### src/rtl/ctrl_pipeline.sv
// ctrl_pipeline: control-signal pipeline for a 5-stage in-order core.
// Carries the EX/M/WB decode bundles through ID/EX, EX/MEM and MEM/WB,
// resolves the destination register in EX, and raises the load-use stall
// and the taken-branch flush.
// Optional build macro: CTRL_PIPELINE_STATS_EN adds bubble_cnt, a saturating
// count of edges at which a stall or flush inserted a bubble.
module ctrl_pipeline (
    input  logic        clk,
    input  logic        rst_n,
    input  logic [3:0]  id_ex,      // {RegDst, ALUOp[1:0], ALUSrc}
    input  logic [2:0]  id_m,       // {Branch, MemRead, MemWrite}
    input  logic [1:0]  id_wb,      // {RegWrite, MemtoReg}
    input  logic [4:0]  id_rs,
    input  logic [4:0]  id_rt,
    input  logic [4:0]  id_rd,
    input  logic        mem_zero,
    output logic        stall,
    output logic        flush,
    output logic [3:0]  ex_ctrl,
    output logic [2:0]  mem_ctrl,
    output logic [1:0]  wb_ctrl,
    output logic [4:0]  mem_dest,
    output logic [4:0]  wb_dest
`ifdef CTRL_PIPELINE_STATS_EN
    ,
    output logic [15:0] bubble_cnt
`endif
);

    // Only a definite 1 enables a control bit; X/Z from don't-care
    // encodings must never leak into the pipeline as a live control.
    function automatic logic [8:0] only_ones(input logic [8:0] v);
        logic [8:0] r;
        for (int i = 0; i < 9; i++) r[i] = (v[i] === 1'b1);
        return r;
    endfunction

    logic [8:0] ctl_c;
    assign ctl_c = only_ones({id_ex, id_m, id_wb});

    // ID/EX
    logic [3:0] idex_ex_q,  idex_ex_d;
    logic [2:0] idex_m_q,   idex_m_d;
    logic [1:0] idex_wb_q,  idex_wb_d;
    logic [4:0] idex_rt_q,  idex_rt_d;
    logic [4:0] idex_rd_q,  idex_rd_d;
    // EX/MEM
    logic [2:0] exm_m_q,    exm_m_d;
    logic [1:0] exm_wb_q,   exm_wb_d;
    logic [4:0] exm_dest_q, exm_dest_d;
    // MEM/WB
    logic [1:0] mwb_wb_q,   mwb_wb_d;
    logic [4:0] mwb_dest_q, mwb_dest_d;

    // Hazard detection: branch resolves in MEM; load-use checks the load in EX
    // against the source fields in decode. A flush squashes the load anyway,
    // so it masks the stall.
    always_comb begin
        flush = exm_m_q[2] & mem_zero;
        stall = idex_m_q[1] & (idex_rt_q != 5'd0)
              & ((idex_rt_q == id_rs) | (idex_rt_q == id_rt))
              & ~flush;
    end

    // Next-state for all three pipeline registers; a flush or stall turns the
    // ID/EX slot into a bubble, a flush also kills the EX/MEM slot.
    always_comb begin
        idex_ex_d  = ctl_c[8:5];
        idex_m_d   = ctl_c[4:2];
        idex_wb_d  = ctl_c[1:0];
        idex_rt_d  = id_rt;
        idex_rd_d  = id_rd;
        exm_m_d    = idex_m_q;
        exm_wb_d   = idex_wb_q;
        exm_dest_d = idex_ex_q[3] ? idex_rd_q : idex_rt_q;
        mwb_wb_d   = exm_wb_q;
        mwb_dest_d = exm_dest_q;
        if (flush || stall) begin
            idex_ex_d = '0;
            idex_m_d  = '0;
            idex_wb_d = '0;
            idex_rt_d = '0;
            idex_rd_d = '0;
        end
        if (flush) begin
            exm_m_d    = '0;
            exm_wb_d   = '0;
            exm_dest_d = '0;
        end
    end

    // Pipeline registers, cleared asynchronously by reset.
    always_ff @(posedge clk or negedge rst_n) begin
        if (!rst_n) begin
            idex_ex_q  <= '0;
            idex_m_q   <= '0;
            idex_wb_q  <= '0;
            idex_rt_q  <= '0;
            idex_rd_q  <= '0;
            exm_m_q    <= '0;
            exm_wb_q   <= '0;
            exm_dest_q <= '0;
            mwb_wb_q   <= '0;
            mwb_dest_q <= '0;
        end else begin
            idex_ex_q  <= idex_ex_d;
            idex_m_q   <= idex_m_d;
            idex_wb_q  <= idex_wb_d;
            idex_rt_q  <= idex_rt_d;
            idex_rd_q  <= idex_rd_d;
            exm_m_q    <= exm_m_d;
            exm_wb_q   <= exm_wb_d;
            exm_dest_q <= exm_dest_d;
            mwb_wb_q   <= mwb_wb_d;
            mwb_dest_q <= mwb_dest_d;
        end
    end

    assign ex_ctrl  = idex_ex_q;
    assign mem_ctrl = exm_m_q;
    assign wb_ctrl  = mwb_wb_q;
    assign mem_dest = exm_dest_q;
    assign wb_dest  = mwb_dest_q;

`ifdef CTRL_PIPELINE_STATS_EN
    logic [15:0] bubble_q, bubble_d;

    // Saturating bubble counter; stall and flush are exclusive so one step max.
    always_comb begin
        bubble_d = bubble_q;
        if ((stall || flush) && (bubble_q != 16'hFFFF))
            bubble_d = bubble_q + 16'd1;
    end

    // Counter register.
    always_ff @(posedge clk or negedge rst_n) begin
        if (!rst_n) bubble_q <= '0;
        else        bubble_q <= bubble_d;
    end

    assign bubble_cnt = bubble_q;
`endif

endmodule

### config.mk
export PLATFORM = sky130hd
export DESIGN_NAME = ctrl_pipeline
export DESIGN_NICKNAME = d
export VERILOG_FILES = /design/src/rtl/ctrl_pipeline.sv
export SDC_FILE = /design/constraint.sdc
export NUM_CORES = 1
export LEC_CHECK = 0
export CAP_MARGIN = 0
export CORE_UTILIZATION = 40
export CTS_BUF_LIST = sky130_fd_sc_hd__clkbuf_4 sky130_fd_sc_hd__clkbuf_8 sky130_fd_sc_hd__clkbuf_16
export DETAILED_ROUTE_END_ITERATION = 6
export GPL_ROUTABILITY_DRIVEN = 0
export PLACE_DENSITY = 0.73
export SYNTH_ARGS = -nofsm -noshare
export SYNTH_HDL_FRONTEND = slang
export SYNTH_SLANG_ARGS = --single-unit
### constraint.sdc
create_clock -name clk -period 2.3 [get_ports clk]
set_input_delay 0.46 -clock clk [delete_from_list [all_inputs] [get_ports clk]]
set_output_delay 0.46 -clock clk [all_outputs]
set_load 0.02 [all_outputs]
# ---- Word level (Yosys, flattened, before mapping)
# Index checks and enable logic that the tools add are counted.
dict set report classes {
  eq_ne 11
  n_mux 9
  n_bitwise 6
  n_reduce_logical 2
}
# op n
set op_table {}
lappend op_table {{two-way mux 5 bit} 4}
lappend op_table {{== test 5 bit} 2}
lappend op_table {{case equality test 1 bit (second input constant)} 9}
lappend op_table {{two-way mux 3 bit} 2}
lappend op_table {{nonzero test 5 bit} 1}
lappend op_table {{bitwise AND 1 bit} 4}
lappend op_table {{two-way mux 2 bit} 2}
lappend op_table {{two-way mux 4 bit} 1}
lappend op_table {{logical OR 1 bit} 1}
lappend op_table {{NOT 1 bit} 1}
lappend op_table {{OR 1 bit} 1}
dict set report totals {
  ff_bits 36
  input_bits 27
  output_inout_bits 21
}

# ---- Logic depth before layout (Yosys ltp)
# Gate-level depths: netlist of the first run.
dict set report depth {
  ltp_word 6
  mapped_depth 5
  mapped_depth_nobuf 4
}

# ---- Worst setup path before layout of the first run
# Ideal clock, no wire load.
dict set report synth_timing {
  kind {register to output}
  from {register idex_rt_q[3]}
  to {output port stall}
  arrival_time_ps 1469
  required_time_ps 1840
  slack_ps 371
  stages_incl_launch_ff 5
  n_path_buf 1
  path_cell_list {dfrtp_1 -> or4_1 -> o21a_1 -> buf_6 -> and3_1}
}
dict set report synth_between {
  elab_chain_len 4
  word_cells_on_any_way 7
  cone_classes {eq/ne: 2; bitwise: 4; reduce/logical: 1}
}
# element line_no
set synth_rtl {}
lappend synth_rtl {{from (decl)} 45} ;# logic [4:0] idex_rt_q, idex_rt_d;
lappend synth_rtl {{from (signal assigned)} 109} ;# idex_rt_q <= idex_rt_d;
lappend synth_rtl {{== test 5 bit / nonzero test 5 bit (equally long branches)} {61, 60}}
lappend synth_rtl {{OR 1 bit / bitwise AND 1 bit (equally long branches)} {61, 60}}
lappend synth_rtl {{bitwise AND 1 bit (*)} 61} ;# & ((idex_rt_q == id_rs) | (idex_rt_q == id_rt))
lappend synth_rtl {{bitwise AND 1 bit (*)} 62} ;# & ~flush;
lappend synth_rtl {{to (decl)} 17} ;# output logic stall,
# Every way passes the cells marked *; elsewhere a longest branch is shown, timed or not.

# ---- Worst setup path in the final report of the first run
# Same ends and word-level chain as after synthesis.

==> results of run 1 <==
[critical path, stage by stage (launching register included)]
cell and delay, ns:
dfrtp_1 0.43, or4_1 0.51, o21a_1 0.21, and3_4 0.17, buf_6 0.12
[area by class of cell]
class / count / area, µm² / share of cell area
sequential: 36 / 900.9 / 0.4483
timing repair buffer: 57 / 546.8 / 0.2721
multi-input combinational: 72 / 407.9 / 0.2030
clock buffer: 7 / 65.06 / 0.03238
tap: 44 / 55.05 / 0.02740
clock inverter: 1 / 30.03 / 0.01494
inverter: 1 / 3.754 / 0.001868
[metal layers]
metal	global-route usage	vias up	wire length (µm)
met5	0	-	0
met4	0.07973	0	51
met3	0.06710	6	194
met2	0.3175	35	1445
met1	0.1844	484	1052
li1	-	492	-
[flip-flops by register name, summed over array words and instances, names as in the netlist, 3 cells and up]
signal,count
ex_ctrl,4
idex_m_q,3
idex_rd_q,5
idex_rt_q,5
mem_ctrl,3
mem_dest,5
wb_dest,5
[synthesized netlist by cell type, types with 2 or more instances]
cell type / n
dfrtp_1: 36
nor2_1: 5
nand3_1: 2
nand2_1: 22
mux2i_1: 5
a21oi_1: 19
xnor2_1: 10
clkbuf_1: 4
and2_1: 5
buf_6: 2
[power by group through the flow]
stage / clock network, µW / registers [µW] / logic [µW]
final: 497 / 729 / 328
after detailed placement: 0 / 743 / 325
after global routing: 535 / 737 / 355
after floorplan: 0 / 787 / 106
after global placement: 0 / 739 / 317
after CTS: 509 / 730 / 327
[path summary, 6_finish.rpt]
path | startpoint | end | slack (ns) | cells after the start
setup / recovery | idex_rt_q[3] | stall | 0.06 | 4
max in group asynchronous | rst_n | idex_rt_q[0] | 1.48 | 2
setup reg to reg | idex_rt_q[3] | idex_rd_q[2] | 0.73 | 4
min in group asynchronous | rst_n | wb_ctrl[1] | 0.51 | 2
hold reg to reg | exm_wb_q[1] | wb_ctrl[1] | 0.37 | 0
hold / removal | exm_wb_q[1] | wb_ctrl[1] | 0.37 | 0
[cells by family (layout without fill, tap and decap cells)]
| logic type | after synthesis | in the layout | synth area share |
|---|---|---|---|
| multiplexers | 5 | 5 | 0.03707 |
| flip-flops | 36 | 36 | 0.6673 |
| buffers and inverters | 8 | 66 | 0.03428 |
| AO/OA/AOI/OAI | 21 | 21 | 0.08063 |
| AND/OR/NAND/NOR | 36 | 36 | 0.1159 |
| XOR/XNOR | 10 | 10 | 0.06487 |
[timing repair]
| item | 4_1_cts | 5_1_grt |
|---|---|---|
| cloned | 0 | 0 |
| hold buffers | 0 | 0 |
| pin swaps | 0 | 2 |
| buffers inserted | 1 | 1 |
| endpoints found under the setup margin | 1 | 1 |
| resized for setup | 4 | 3 |
[metrics by stage]
| step | worst slack, ns | instances | utilization | power [µW] |
|---|---|---|---|---|
| finish | 0.05868 | 218 | 0.6424 | 1553 |
| floorplan | 0.3708 | 116 | - | 893.4 |
| global placement | -0.3559 | 208 | 0.6052 | 1056 |
| global route | 0.008363 | 218 | 0.6424 | 1627 |
| CTS | 0.04972 | 217 | 0.6364 | 1566 |
| detailed placement | -0.3546 | 208 | 0.6052 | 1068 |
==> results.md, run 1 <==
- CTS tree: yes
- Combinational fraction of design power: 0.211
- Asr flop ratio synth: 1.000
- Commonest non-fill, non-tap cell in the layout: clkdlybuf4s50_1
- FF+latch count, synth: 36
- Fill count: between 200 and 300
- Post-synth top area cell: dfrtp_1
- Layout Skew: 0.002807 ns
- Status: completed
- Post-synth top area share: 0.6673
- Core Rows: 20
- Boundary pin count: 48
- Clk Latency, worst-skew pair: 0.34 ns
- Synth cell types: 16
- Synth Flop Type: dfrtp_1
- Antenna fix cells: 0
- Die Area: roughly 0.0036 mm²
- Sw frac: 0.2548
- Cell Area, Synth: 0.001350 mm²
- Commonest non-fill, non-tap cells in the layout: 46 x clkdlybuf4s50_1, 36 x dfrtp_1, 22 x nand2_1
- Tcrit/Tclk final: 0.9745
- Routed vias/inst: between 4 and 5
- ANT nets after route: 0
- CTS Buf Count: 5
- Gr ovfl total: 0
- Vias in the first global route: 1044
- CTS root buffer: clkbuf_4
- Area delta synth->final: 48.84%
- Final nets: 200
- Clock Power Share: 0.320
- Final TNS setup: 0 ns
- Max Freq: 446.2 MHz
- Max Fanout on Critical Path: 3
- Crit path capture type: primary output
- Synth area leaders: dfrtp_1 67%, a21oi_1 7.0%, xnor2_1 6.5%
- Total track usage: 0.1782
- Port bufs: 47
- First-pass GRT wire length: 4471 µm
- Worst slew pin tran: between 0.4 and 0.5 ns
- Synth Area per Inst: 11.64 µm²
- Internal Power: 1157 µW
- Final WL: 2744 µm
- Area post-placement: about 0.0019 mm²
- Area of the core: 0.003128 mm²
- Synth warnings: 0
- Min Hold Slack: 0.3663 ns
- Max-slew headroom at the worst pin: 0.7091
- RSZ-0062 raised after global routing: false
- Clk slew on worst S/H paths: 0.11 ns
- Final instance area: 0.002009 mm²
- CTS sink count: 36
- WP data arrival: roughly 1.8 ns
- Wire per inst: 12.59 µm
- NetSw: 395.7 µW
- Largest net degree at the start of global routing: 37
- Initial antenna violation count: 0
- Initial DRC Count: 12
- Via Count: 1017
- Critical Path Start Type: flip-flop
- Final Max Tran Viols: 0
- Bufs on Longest Clock Path: 2
- DRC errors left: 0
- Leakage: 0.0009213 µW
- Post-synth EDFFs: 0
- Die height: ~60 µm
- Layout cell share with drive strength beyond 1: 0.1149
- Register area share after synthesis: 0.6673
- Fin crit period: 2.241 ns
- DP HPWL: 1991 µm
- Syn_nets: between 100 and 150
- Final setup vio count: 0
- Seq pwr share: 0.469
- Critical Setup Path Class: flip-flop to primary output
- Mapped Cells: 116
- Final hold viol count: 0
- Pwr Density: 772.9 mW/mm²
- Die width: 60.10 µm
- Worst EP required: 1.84 ns
- CTS H-tree lvls: 2
- Drt first pass iters: 4
- Max-cap violations: 0
- IR Drop Worst-Case VDD: 0.6317 mV
- Initial Utilization: 0.4316
- HP Class: flip-flop to flip-flop
No activity file was read; power rests on OpenSTA's default activity.
==> run 2, diff against run 1 <==
--- a/config.mk
+++ b/config.mk
@@ -10,6 +10,7 @@
 export CTS_BUF_LIST = sky130_fd_sc_hd__clkbuf_4 sky130_fd_sc_hd__clkbuf_8 sky130_fd_sc_hd__clkbuf_16
 export DETAILED_ROUTE_END_ITERATION = 6
 export GPL_ROUTABILITY_DRIVEN = 0
+export HOLD_SLACK_MARGIN = 0.1
 export PLACE_DENSITY = 0.73
 export SYNTH_ARGS = -nofsm -noshare
 export SYNTH_HDL_FRONTEND = slang
==> results of run 2 <==
No change in the layout: final DEF, timing and power equal those of run 1.
